## config.mk

```make
export PLATFORM = sky130hd
export DESIGN_NAME = game_flow_ctrl
export DESIGN_NICKNAME = d
export VERILOG_FILES = /design/src/rtl/game_flow_ctrl.sv
export SDC_FILE = /design/constraint.sdc
export NUM_CORES = 1
export LEC_CHECK = 0
export BUFFER_PORTS_ARGS = -buffer_cell sky130_fd_sc_hd__buf_2
export CORE_MARGIN = 5
export CORE_UTILIZATION = 30
export DETAILED_ROUTE_END_ITERATION = 10
export HOLD_SLACK_MARGIN = 0.03
export PLACE_DENSITY_LB_ADDON = 0.12
export SYNTH_ARGS = -nofsm -noshare
export SYNTH_HDL_FRONTEND = slang
export SYNTH_SLANG_ARGS = --single-unit
```

## constraint.sdc

```tcl
create_clock -name Clk -period 2.1 [get_ports Clk]
set_input_delay 0.42 -clock Clk [delete_from_list [all_inputs] [get_ports Clk]]
set_output_delay 0.42 -clock Clk [all_outputs]
set_load 0.02 [all_outputs]
```

## src/rtl/game_flow_ctrl.sv

```systemverilog
// Game sequencer: TITLE -> SELECT -> PLAY -> OVER, with the round countdown and round-start reset.
// Optional pause support in PLAY is enabled by defining GAME_PAUSE_EN.
module game_flow_ctrl #(
  parameter int         ROUND_SECONDS    = 180,
  parameter int         FRAMES_PER_SEC   = 60,
  parameter int         OVER_HOLD_FRAMES = 120,
  parameter logic [7:0] KEY_ENTER        = 8'h28,
  parameter logic [7:0] KEY_UP           = 8'h1A,
  parameter logic [7:0] KEY_DOWN         = 8'h16,
  parameter logic [7:0] KEY_PAUSE        = 8'h13
) (
  input  logic        Clk,
  input  logic        Reset,
  input  logic        Frame_Tick,
  input  logic [15:0] Keycode,
  input  logic        P1_Hit,
  input  logic        P2_Hit,
  output logic [1:0]  state,
  output logic        Player_choose,
  output logic        Winner,
  output logic        Draw,
  output logic        Game_Reset,
  output logic [7:0]  Time_Left,
  output logic        Paused
);

  localparam int SEC_W  = $clog2(FRAMES_PER_SEC + 1);
  localparam int HOLD_W = $clog2(OVER_HOLD_FRAMES + 1);
  localparam logic [SEC_W-1:0]  SEC_LAST = SEC_W'(FRAMES_PER_SEC - 1);
  localparam logic [HOLD_W-1:0] HOLD_MAX = HOLD_W'(OVER_HOLD_FRAMES);
  localparam logic [7:0]        TL_LOAD  = 8'(ROUND_SECONDS);

  typedef enum logic [1:0] {
    S_TITLE  = 2'b00,
    S_SELECT = 2'b01,
    S_PLAY   = 2'b10,
    S_OVER   = 2'b11
  } state_t;

  state_t            st;
  logic [15:0]       key_prev;
  logic [SEC_W-1:0]  sec_cnt;
  logic [HOLD_W-1:0] hold_cnt;

  function automatic logic key_in(input logic [15:0] kc, input logic [7:0] k);
    return (kc[7:0] == k) || (kc[15:8] == k);
  endfunction

  // A press is a key that appears now in either slot but was in neither slot last cycle.
  logic enter_press, up_press, down_press;
  assign enter_press = key_in(Keycode, KEY_ENTER) && !key_in(key_prev, KEY_ENTER);
  assign up_press    = key_in(Keycode, KEY_UP)    && !key_in(key_prev, KEY_UP);
  assign down_press  = key_in(Keycode, KEY_DOWN)  && !key_in(key_prev, KEY_DOWN);

`ifdef GAME_PAUSE_EN
  logic pause_press;
  assign pause_press = key_in(Keycode, KEY_PAUSE) && !key_in(key_prev, KEY_PAUSE);
`endif

  logic hits_live;
  assign hits_live = !Paused;

  assign state = st;

  always_ff @(posedge Clk) begin
    if (Reset) begin
      st            <= S_TITLE;
      Player_choose <= 1'b0;
      Winner        <= 1'b0;
      Draw          <= 1'b0;
      Game_Reset    <= 1'b0;
      Time_Left     <= TL_LOAD;
      Paused        <= 1'b0;
      sec_cnt       <= '0;
      hold_cnt      <= '0;
      key_prev      <= '0;
    end else begin
      key_prev   <= Keycode;
      Game_Reset <= 1'b0;
      case (st)
        S_TITLE: begin
          if (enter_press) st <= S_SELECT;
        end
        S_SELECT: begin
          if (up_press && !down_press)      Player_choose <= 1'b0;
          else if (down_press && !up_press) Player_choose <= 1'b1;
          if (enter_press) begin
            st         <= S_PLAY;
            Game_Reset <= 1'b1;
            Time_Left  <= TL_LOAD;
            sec_cnt    <= '0;
            Winner     <= 1'b0;
            Draw       <= 1'b0;
            Paused     <= 1'b0;
          end
        end
        S_PLAY: begin
          // Hits outrank the timeout, so a hit on the final tick still names a winner.
          if (hits_live && (P1_Hit || P2_Hit)) begin
            st       <= S_OVER;
            hold_cnt <= '0;
            Paused   <= 1'b0;
            if (P1_Hit && P2_Hit) Draw   <= 1'b1;
            else if (P1_Hit)      Winner <= 1'b1;
            else                  Winner <= 1'b0;
          end else if (Time_Left == 8'd0) begin
            st       <= S_OVER;
            hold_cnt <= '0;
            Paused   <= 1'b0;
            Draw     <= 1'b1;
          end else begin
            if (Frame_Tick && !Paused) begin
              if (sec_cnt == SEC_LAST) begin
                sec_cnt   <= '0;
                Time_Left <= Time_Left - 8'd1;
              end else begin
                sec_cnt <= sec_cnt + 1'b1;
              end
            end
`ifdef GAME_PAUSE_EN
            if (pause_press) Paused <= !Paused;
`else
            Paused <= 1'b0;
`endif
          end
        end
        S_OVER: begin
          if (Frame_Tick && hold_cnt != HOLD_MAX) hold_cnt <= hold_cnt + 1'b1;
          if (enter_press && hold_cnt == HOLD_MAX) begin
            st     <= S_TITLE;
            Winner <= 1'b0;
            Draw   <= 1'b0;
          end
        end
        default: st <= S_TITLE;
      endcase
    end
  end

endmodule

```

Word level (Yosys, flattened, before mapping)
Index checks and enable logic that the tools add are counted.
- register bits: 44
- input bits: 21
- output and inout port bits: 15
- logic and storage cells: 118
- add/sub/neg operators: 3
- eq/ne operators: 30
- multiplexer cells: 36
- bitwise operators: 1
- reduce and logical (&&, ||, !) cells: 38
- operators by type and width (operator ; number):
    8-bit by 5-bit equality test with 1-bit output (second input constant) ; 8
    8-bit 2-to-1 mux ; 5
    8-bit by 6-bit equality test with 1-bit output (second input constant) ; 4
    6-bit 2-to-1 mux ; 5
    7-bit 2-to-1 mux ; 3
    2-bit inequality test (second input constant) ; 10
    8-bit one-hot mux with 2 select lines ; 1
    5-bit AND reduction ; 3
    7-bit one-hot mux with 2 select lines ; 1
    6-bit one-hot mux with 2 select lines ; 1
    1-bit 2-to-1 mux ; 11
    1-bit logical AND ; 10
    2-bit 2-to-1 mux ; 5
    8-bit zero test ; 1
    2-bit one-hot mux with 4 select lines ; 1
    8-bit by 1-bit subtractor with 8-bit output (second input constant) ; 1
    7-bit by 1-bit adder with 7-bit output (second input constant) ; 1
    7-bit equality test (second input constant) ; 1
    1-bit logical OR ; 7
    7-bit inequality test (second input constant) ; 1
    6-bit by 1-bit adder with 6-bit output (second input constant) ; 1
    6-bit equality test (second input constant) ; 1
    1-bit zero test ; 6
    3-bit inequality test (second input constant) ; 2
    other kinds (13) ; 18

Logic depth before layout (Yosys ltp)
Gate-level depths: netlist of run 1.
- word-level depth: 8
- depth in mapped cells: 9
- mapped depth without buffers: 9

Worst setup path after synthesis of run 1
No wires, ideal clock.
- path type: in2reg
- start: in Keycode[0]
- end: reg Player_choose
- setup time: 86 ps
- data arrival time: 1896 ps
- data required time: 2014 ps
- slack: 119 ps
- stages: 9
- buffers on the path: 0
- cells stage by stage: nor3_1 -> nand4b_1 -> nor3b_1 -> a21oi_1 -> or3_1 -> ha_1 -> nor2_1 -> nor2_1 -> a211oi_1
- cells in the longest elaborated chain, start to end: 7
- elaborated cells between the ends (all ways): 13
- classes of those cells: eq/ne: 2; mux: 1; reduce/logical: 10
- ends and longest elaborated chain (what ; line ; RTL):
    start, declared ; 15 ; input logic [15:0] Keycode,
    8-bit by 5-bit equality test with 1-bit output ; 46 ; return (kc[7:0] == k) || (kc[15:8] == k);
    1-bit logical OR ; 46 ;
    1-bit logical AND, on equally long branches ; 53, 52 ;
    1-bit zero test, on equally long branches ; 85, 86 ;
    1-bit logical AND, on equally long branches ; 85, 86 ;
    2-bit nonzero test (no line) ; -- ;
    2-bit AND reduction (no line) ; -- ;
    end signal, assigned ; 68 ; Player_choose <= 1'b0;
    end signal, assigned ; 85 ; if (up_press && !down_press) Player_choose <= 1'b0;
    end signal, assigned ; 86 ; else if (down_press && !up_press) Player_choose <= 1'b1;
    end, declared ; 19 ; output logic Player_choose,
Several ways; a longest one is shown, not always the timed one.
A chain may end at the register's enable or synchronous reset.

Final worst setup path of run 1
- start: reg st[0] (netlist: state[0])
- end: reg hold_cnt[3]
- cells in the longest elaborated chain, start to end: 3
- elaborated cells between the ends (all ways): 7
- classes of those cells: eq/ne: 4; mux: 1; reduce/logical: 2
- ends and longest elaborated chain (what ; line ; RTL):
    start, declared ; 40 ; state_t st;
    start signal, assigned ; 67 ; st <= S_TITLE;
    start signal, assigned ; 82 ; if (enter_press) st <= S_SELECT;
    start signal, assigned ; 88 ; st <= S_PLAY;
    2-bit equality test ; 80 ; case (st)
    3-bit inequality test (no line), or another cell as far along ; -- ;
    3-bit AND reduction (no line) ; -- ;
    end signal, assigned ; 128 ; if (Frame_Tick && hold_cnt != HOLD_MAX) hold_cnt <= hold_cnt + 1'b1;
    end, declared ; 43 ; logic [HOLD_W-1:0] hold_cnt;
Several ways; a longest one is shown, not always the timed one.

==> impl_metrics.yaml, run 1 <==
outcome:
  status: "finished clean"
critical_path:
  end_kind: "flip-flop"
  arrival_ps: 2140
  start_kind: "flip-flop"
  critPathKind: "reg -> reg"
  r2r-start: "state[0]"
  slowest_stage: "dfxtp_1"
  cp_cell_sequence: "inv_1 > ha_2 > nand2_1 > a41oi_4 > buf_4 > a21oi_2 > o21a_1 > buf_4 > and2_1 > xnor2_1 > nor2_1"
  crit_fanout: 4
  path_common_cell: "buf_4"
  worstSetupStartpoint: "state[0]"
  required_ps: 2280
  max_stage_delay_ps: 320
hold_path:
  holdCritPathClass: "in -> reg"
  hp-start: "Keycode[9]"
floorplanning:
  num_rows: 31
  die_w_um: 96.9
  design.core.area_um2: 7290
  ios: 36
  die_h_um: 96.9
  dieArea_um2: 9380
  start_util_pct: 31.0
yosys:
  syn_inst: 255
  ys_seq_area_share_pct: 38.0
  synth_seq_cells: 43
  synthArstFlopShare_pct: 0
  synth_top_area_share_pct: 38.0
  ys_types: 54
  synthTopCellsByArea: "dfxtp_1, ha_1, nor2_1, nor2b_1, xnor2_1"
  yosysTopAreaCell: "dfxtp_1"
  ys_warn_count: 0
  synth.cell_area_um2: 2260
  synth-edff-count: 0
  synth.avg_cell_area_um2: 8.88
  synth_ff_type: "dfxtp_1"
  synth_nets: 289
pwr:
  p_total_mw: 2.25
  power_density_nw_per_um2: 782
  max-vdd-ir-drop_uv: 292
  p_leak_nw: 1.14
clock_tree:
  clk_path_buf_depth: 2
  cts_resized: 0
  clock_latency_ps: 290
  cts_made_buffers: 5
  tritoncts: "built"
  clockRootBuffer: "clkbuf_8"
  cts-hold-fix-buffers: 0
  htreeDepth: 2
  clkTransAtPathRegs_ps: 80
  cts.sinks: 43
  post_cts_buffers: 0
run:
  maxCapViolCount: 0
timing:
  setup_viol: 0
  maxSlewViolCount: 0
  setup_tns_ps: 0
  min_period_over_period_pct: 93.2
  fmax_mhz: 511
  setup_ws_ps: 143
  hold_viol_final: 0
  fin_skew_ps: 4.83
  period_needed_ps: 1960
finish:
  area_delta_synth_final_pct: 26.8
  fin_nets: 349
  drive_above_1_share_pct: 29.7
  final_cells: 415
  final_area_um2: 2870
  n_antenna_cell: 0
global_route:
  grt_max_degree: 21
  grt_pass1_wl_um: 8600
  grt_overflow_total: 0
  antenna_found_initial: 0
  track_usage_pct: 11.1
  grt_pass1_vias: 1823
drt:
  vias: 1912
  dr.pass1.iters: 4
  ant_nets: 0
  wirelength_um: 5080
  routedWlPerCell_um: 12.2
  drt_iter0_drc: 51
  viasPerCell: 4.61
  drc_errors: 0
placement:
  routabilityCongestion: 0.759
  dp.cells: 407
  hpwl_um: 4000
  portBuffers: 34
  placed_cell_area_um2: 2740
  dp_worst_setup_slack_ps: -122
[per-stage QoR]
stage | utilization [%] | hold slack [ps]
after floorplan | - | 449
after global placement | 37.5 | 468
after detailed placement | 37.5 | 480
after CTS | 38.7 | 355
after global routing | 39.4 | 363
final | 39.4 | 366
[area by class of cell]
class,instances,area [um2]
multi-input cells,190,1360
flip-flops and latches,43,861
clock inverters,2,12.5
repair buffers,62,393
clock buffers,6,72.6
inverters,13,48.8
well taps,99,124
fillers,802,4420
[sequential cells by signal, indices dropped and copies added (netlist names)]
signal         cells
Time_Left          8
sec_cnt            6
state              2
key_prev          16
Player_choose      1
Winner             1
Draw               1
Game_Reset         1
hold_cnt           7
[final timing paths]
kind	end	slack, ps	cells past startpoint
setup / recovery	hold_cnt[3]	140	11
hold / removal	key_prev[9]	370	2
setup reg to reg	hold_cnt[3]	140	11
hold reg to reg	sec_cnt[1]	490	2
[cell usage in the layout (no fill, tap or decap), types with 5 or more instances in the layout]
cell,count
nand3_1,7
nand2_1,14
buf_4,27
a21oi_1,10
o21ai_0,7
nor2b_1,18
ha_1,12
clkbuf_8,5
buf_2,34
nor2_1,35
nand2b_1,5
nor3_1,6
xnor2_1,7
dfxtp_1,43
inv_1,13
[cell usage after synthesis (3+ instances only)]
library cell	n
nor2b_1	18
ha_1	13
nand2b_1	5
nor3_1	8
nor4b_2	3
nor3b_1	6
nor2_1	35
inv_1	13
and4b_1	3
nand4b_1	4
nand3_1	7
a21oi_1	10
mux2i_1	4
dfxtp_1	43
nand2_1	14
xnor2_1	7
o21ai_0	7
nand4_1	3
clkbuf_1	7
[cells by family after synthesis]
kind of cell / Yosys count / synth area share [%]
flip-flops: 43 / 38.0
multiplexers: 4 / 1.77
XOR/XNOR: 9 / 3.48
buffers and inverters: 22 / 4.15
adder cells (fa/ha/maj): 13 / 7.19
other: 1 / 0.166
AO/OA/AOI/OAI: 38 / 12.4
AND/OR/NAND/NOR: 125 / 32.8
[per-layer routing]
| layer | vias up | part of all wire, % | global-route usage, % |
|---|---|---|---|
| met2 | 34 | 46 | 17.9 |
| li1 | 994 | - | - |
| met3 | 6 | 3.5 | 2.73 |
| met1 | 878 | 49 | 14.4 |
| met5 | - | 0 | 0 |
| met4 | 0 | 1.2 | 3.89 |
[worst max-delay path: cells and delay by family (launching register included)]
kind	cells	cell delay (ps)
buffers and inverters	3	450
AO/OA/AOI/OAI	3	410
flip-flops	1	320
AND/OR/NAND/NOR	3	280
adder cells (fa/ha/maj)	1	250
XOR/XNOR	1	130
[power by group]
group	internal [mW]	switching, mW	leakage [nW]	total [mW]
Clock	0.233	0.281	0.0412	0.514
Combinational	0.354	0.458	0.743	0.813
Sequential	0.876	0.0432	0.351	0.919
Total	1.46	0.783	1.14	2.25
Power figures use the tool's default switching activity.
==> run 2: changes to the inputs <==
Settings changed: CORE_UTILIZATION 30 to 56.
==> run 2 against run 1 <==
Against the previous run: setup slack improved by 7.2 ps; maximum frequency rose by 0.37%; register-to-register slack improved by 20 ps; critical path depth fell by 1; power rose by 4.0%; first-iteration DRC count fell by 20%; sequential power barely moved; design area fell by 4.1%; sequential share of layout area rose by 1.3 points; core utilization rose by 30 points; critical endpoint is now Player_choose.
==> impl_metrics.yaml, run 2 (synthesis gave the netlist of run 1 again) <==
pwr:
  power_density_nw_per_um2: 848
  p_leak_nw: 1.11
  max-vdd-ir-drop_uv: 481
timing:
  period_needed_ps: 1950
  worst_hold_slack_ps: 354
  min_period_over_period_pct: 92.9
  maxSlewViolCount: 0
  tightest_slew_ps: 632
  setup_ws_ps: 150
  fmax_mhz: 513
  setup_viol: 0
  hold_viol_final: 0
  fin_skew_ps: 9.11
  relSlewSlack_pct: 57.9
critical_path:
  rr_endpoint: "hold_cnt[3]"
  start_kind: "input pin"
  critPathKind: "in -> reg"
  r2r-start: "state[0]"
  arrival_ps: 2160
  r2r_slack_ps: 160
  end_kind: "flip-flop"
  r2r.worst_path.cells: 11
  crit_fanout: 2
  required_ps: 2310
hold_path:
  hold_end: "key_prev[7]"
  min_path_cells: 2
  holdCritPathClass: "in -> reg"
  hp-start: "Keycode[7]"
floorplanning:
  num_rows: 23
  start_util_pct: 57.0
  design.core.area_um2: 3970
  ios: 36
  dieArea_um2: 5410
  die_h_um: 73.6
  die_w_um: 73.6
global_route:
  track_usage_pct: 18.0
  antenna_found_initial: 0
  grt_max_degree: 37
  grt_pass1_wl_um: 7610
  grt_overflow_total: 0
  grt_pass1_vias: 1766
finish:
  largest_register_ffs: 16
  final_cell_mix: "dfxtp_1, nor2_1, buf_2"
  area_delta_synth_final_pct: 21.7
  mostFrequentLayoutCell: "dfxtp_1"
  final_cells: 358
  regMostFlops: "key_prev"
  n_antenna_cell: 0
  drive_above_1_share_pct: 26.6
  fin_nets: 341
  reg.largest.list: "key_prev (16), Time_Left (8), hold_cnt (7)"
  final_area_um2: 2750
drt:
  drc_errors: 0
  wirelength_um: 4550
  dr.pass1.iters: 4
  drt_iter0_drc: 41
  vias: 1891
  viasPerCell: 5.28
  ant_nets: 0
  routedWlPerCell_um: 12.7
clock_tree:
  clk_path_buf_depth: 2
  cts-hold-fix-buffers: 0
  htreeDepth: 2
  clkTransAtPathRegs_ps: 90
  cts_made_buffers: 5
  clock_latency_ps: 300
  cts.sinks: 43
  clockRootBuffer: "clkbuf_8"
  tritoncts: "built"
outcome:
  status: "finished clean"
placement:
  routabilityCongestion: 0.796
  dp.cells: 348
  dp_worst_setup_slack_ps: -219
  placed_cell_area_um2: 2590
  hpwl_um: 3480
  portBuffers: 34
run:
  maxCapViolCount: 0
## run 2: cell types whose count changed in the layout (fill, tap and decap cells not counted), sizes merged
cell and delta:
buf -8, bufinv +1, clkbuf -1, clkinv +1
clkinvlp -1
## run 2: stage by stage
stage | TNS [ps] | util (%) | total power, mW
final | 0 | 69.3 | 2.34
after detailed placement | -674 | 65.1 | 1.69
after global routing | -4.55 | 69.3 | 2.49
after global placement | -353 | 65.1 | 1.68
after CTS | 0 | 68.0 | 2.33
after floorplan | 0 | - | 1.46
## run 2: power by group
part,leakage [nW],internal (mW),switching (mW)
Clock,0.0581,0.354,0.288
Combinational,0.701,0.329,0.445
Sequential,0.351,0.876,0.0443
Total,1.11,1.56,0.777
## run 2: per-layer routing
metal / wire [um] / GRT usage (%) / share of wire [%] / up-vias
met5: 0 / 0 / 0 / -
met4: 55 / 6.04 / 1.2 / 0
met3: 215 / 5.20 / 4.7 / 6
met2: 2230 / 30.0 / 49 / 32
met1: 2050 / 22.2 / 45 / 867
li1: - / - / - / 986
## run 2: worst max-delay path by stage
| stage | start | end | slack, ps | cells past startpoint |
|---|---|---|---|---|
| final | Keycode[0] | Player_choose | 150 | 10 |
| after CTS | state[0] | Time_Left[5] | 6 | 9 |
| after floorplan | Keycode[0] | Player_choose | 120 | 9 |
| after global routing | sec_cnt[0] | Time_Left[5] | -5 | 8 |
| after detailed placement | Keycode[0] | Player_choose | -220 | 10 |
| after global placement | Keycode[0] | Player_choose | -120 | 10 |
## run 2: layout make-up
class                           count  area (um2)
Clock buffer                        5        68.8
Clock inverter                      3        43.8
Fill cell                         338        1220
Inverter                           13        48.8
Multi-Input combinational cell    190        1350
Sequential cell                    43         861
Tap cell                           50        62.6
Timing Repair Buffer               54         320
## run 2: critical path, cell delays in order
cell and delay (ps):
buf_2 110, nor3_2 220, nand4b_1 160, nor3b_1 210, a21oi_1 50, or3_1 320, ha_1 280, nor2_1 130
nor2_1 60, a211oi_1 210
## run 2: what timing repair did
item | in CTS | in global routing
setup endpoints to repair | 0 | 17
buffers inserted | 0 | 2
gates resized for setup | 0 | 6
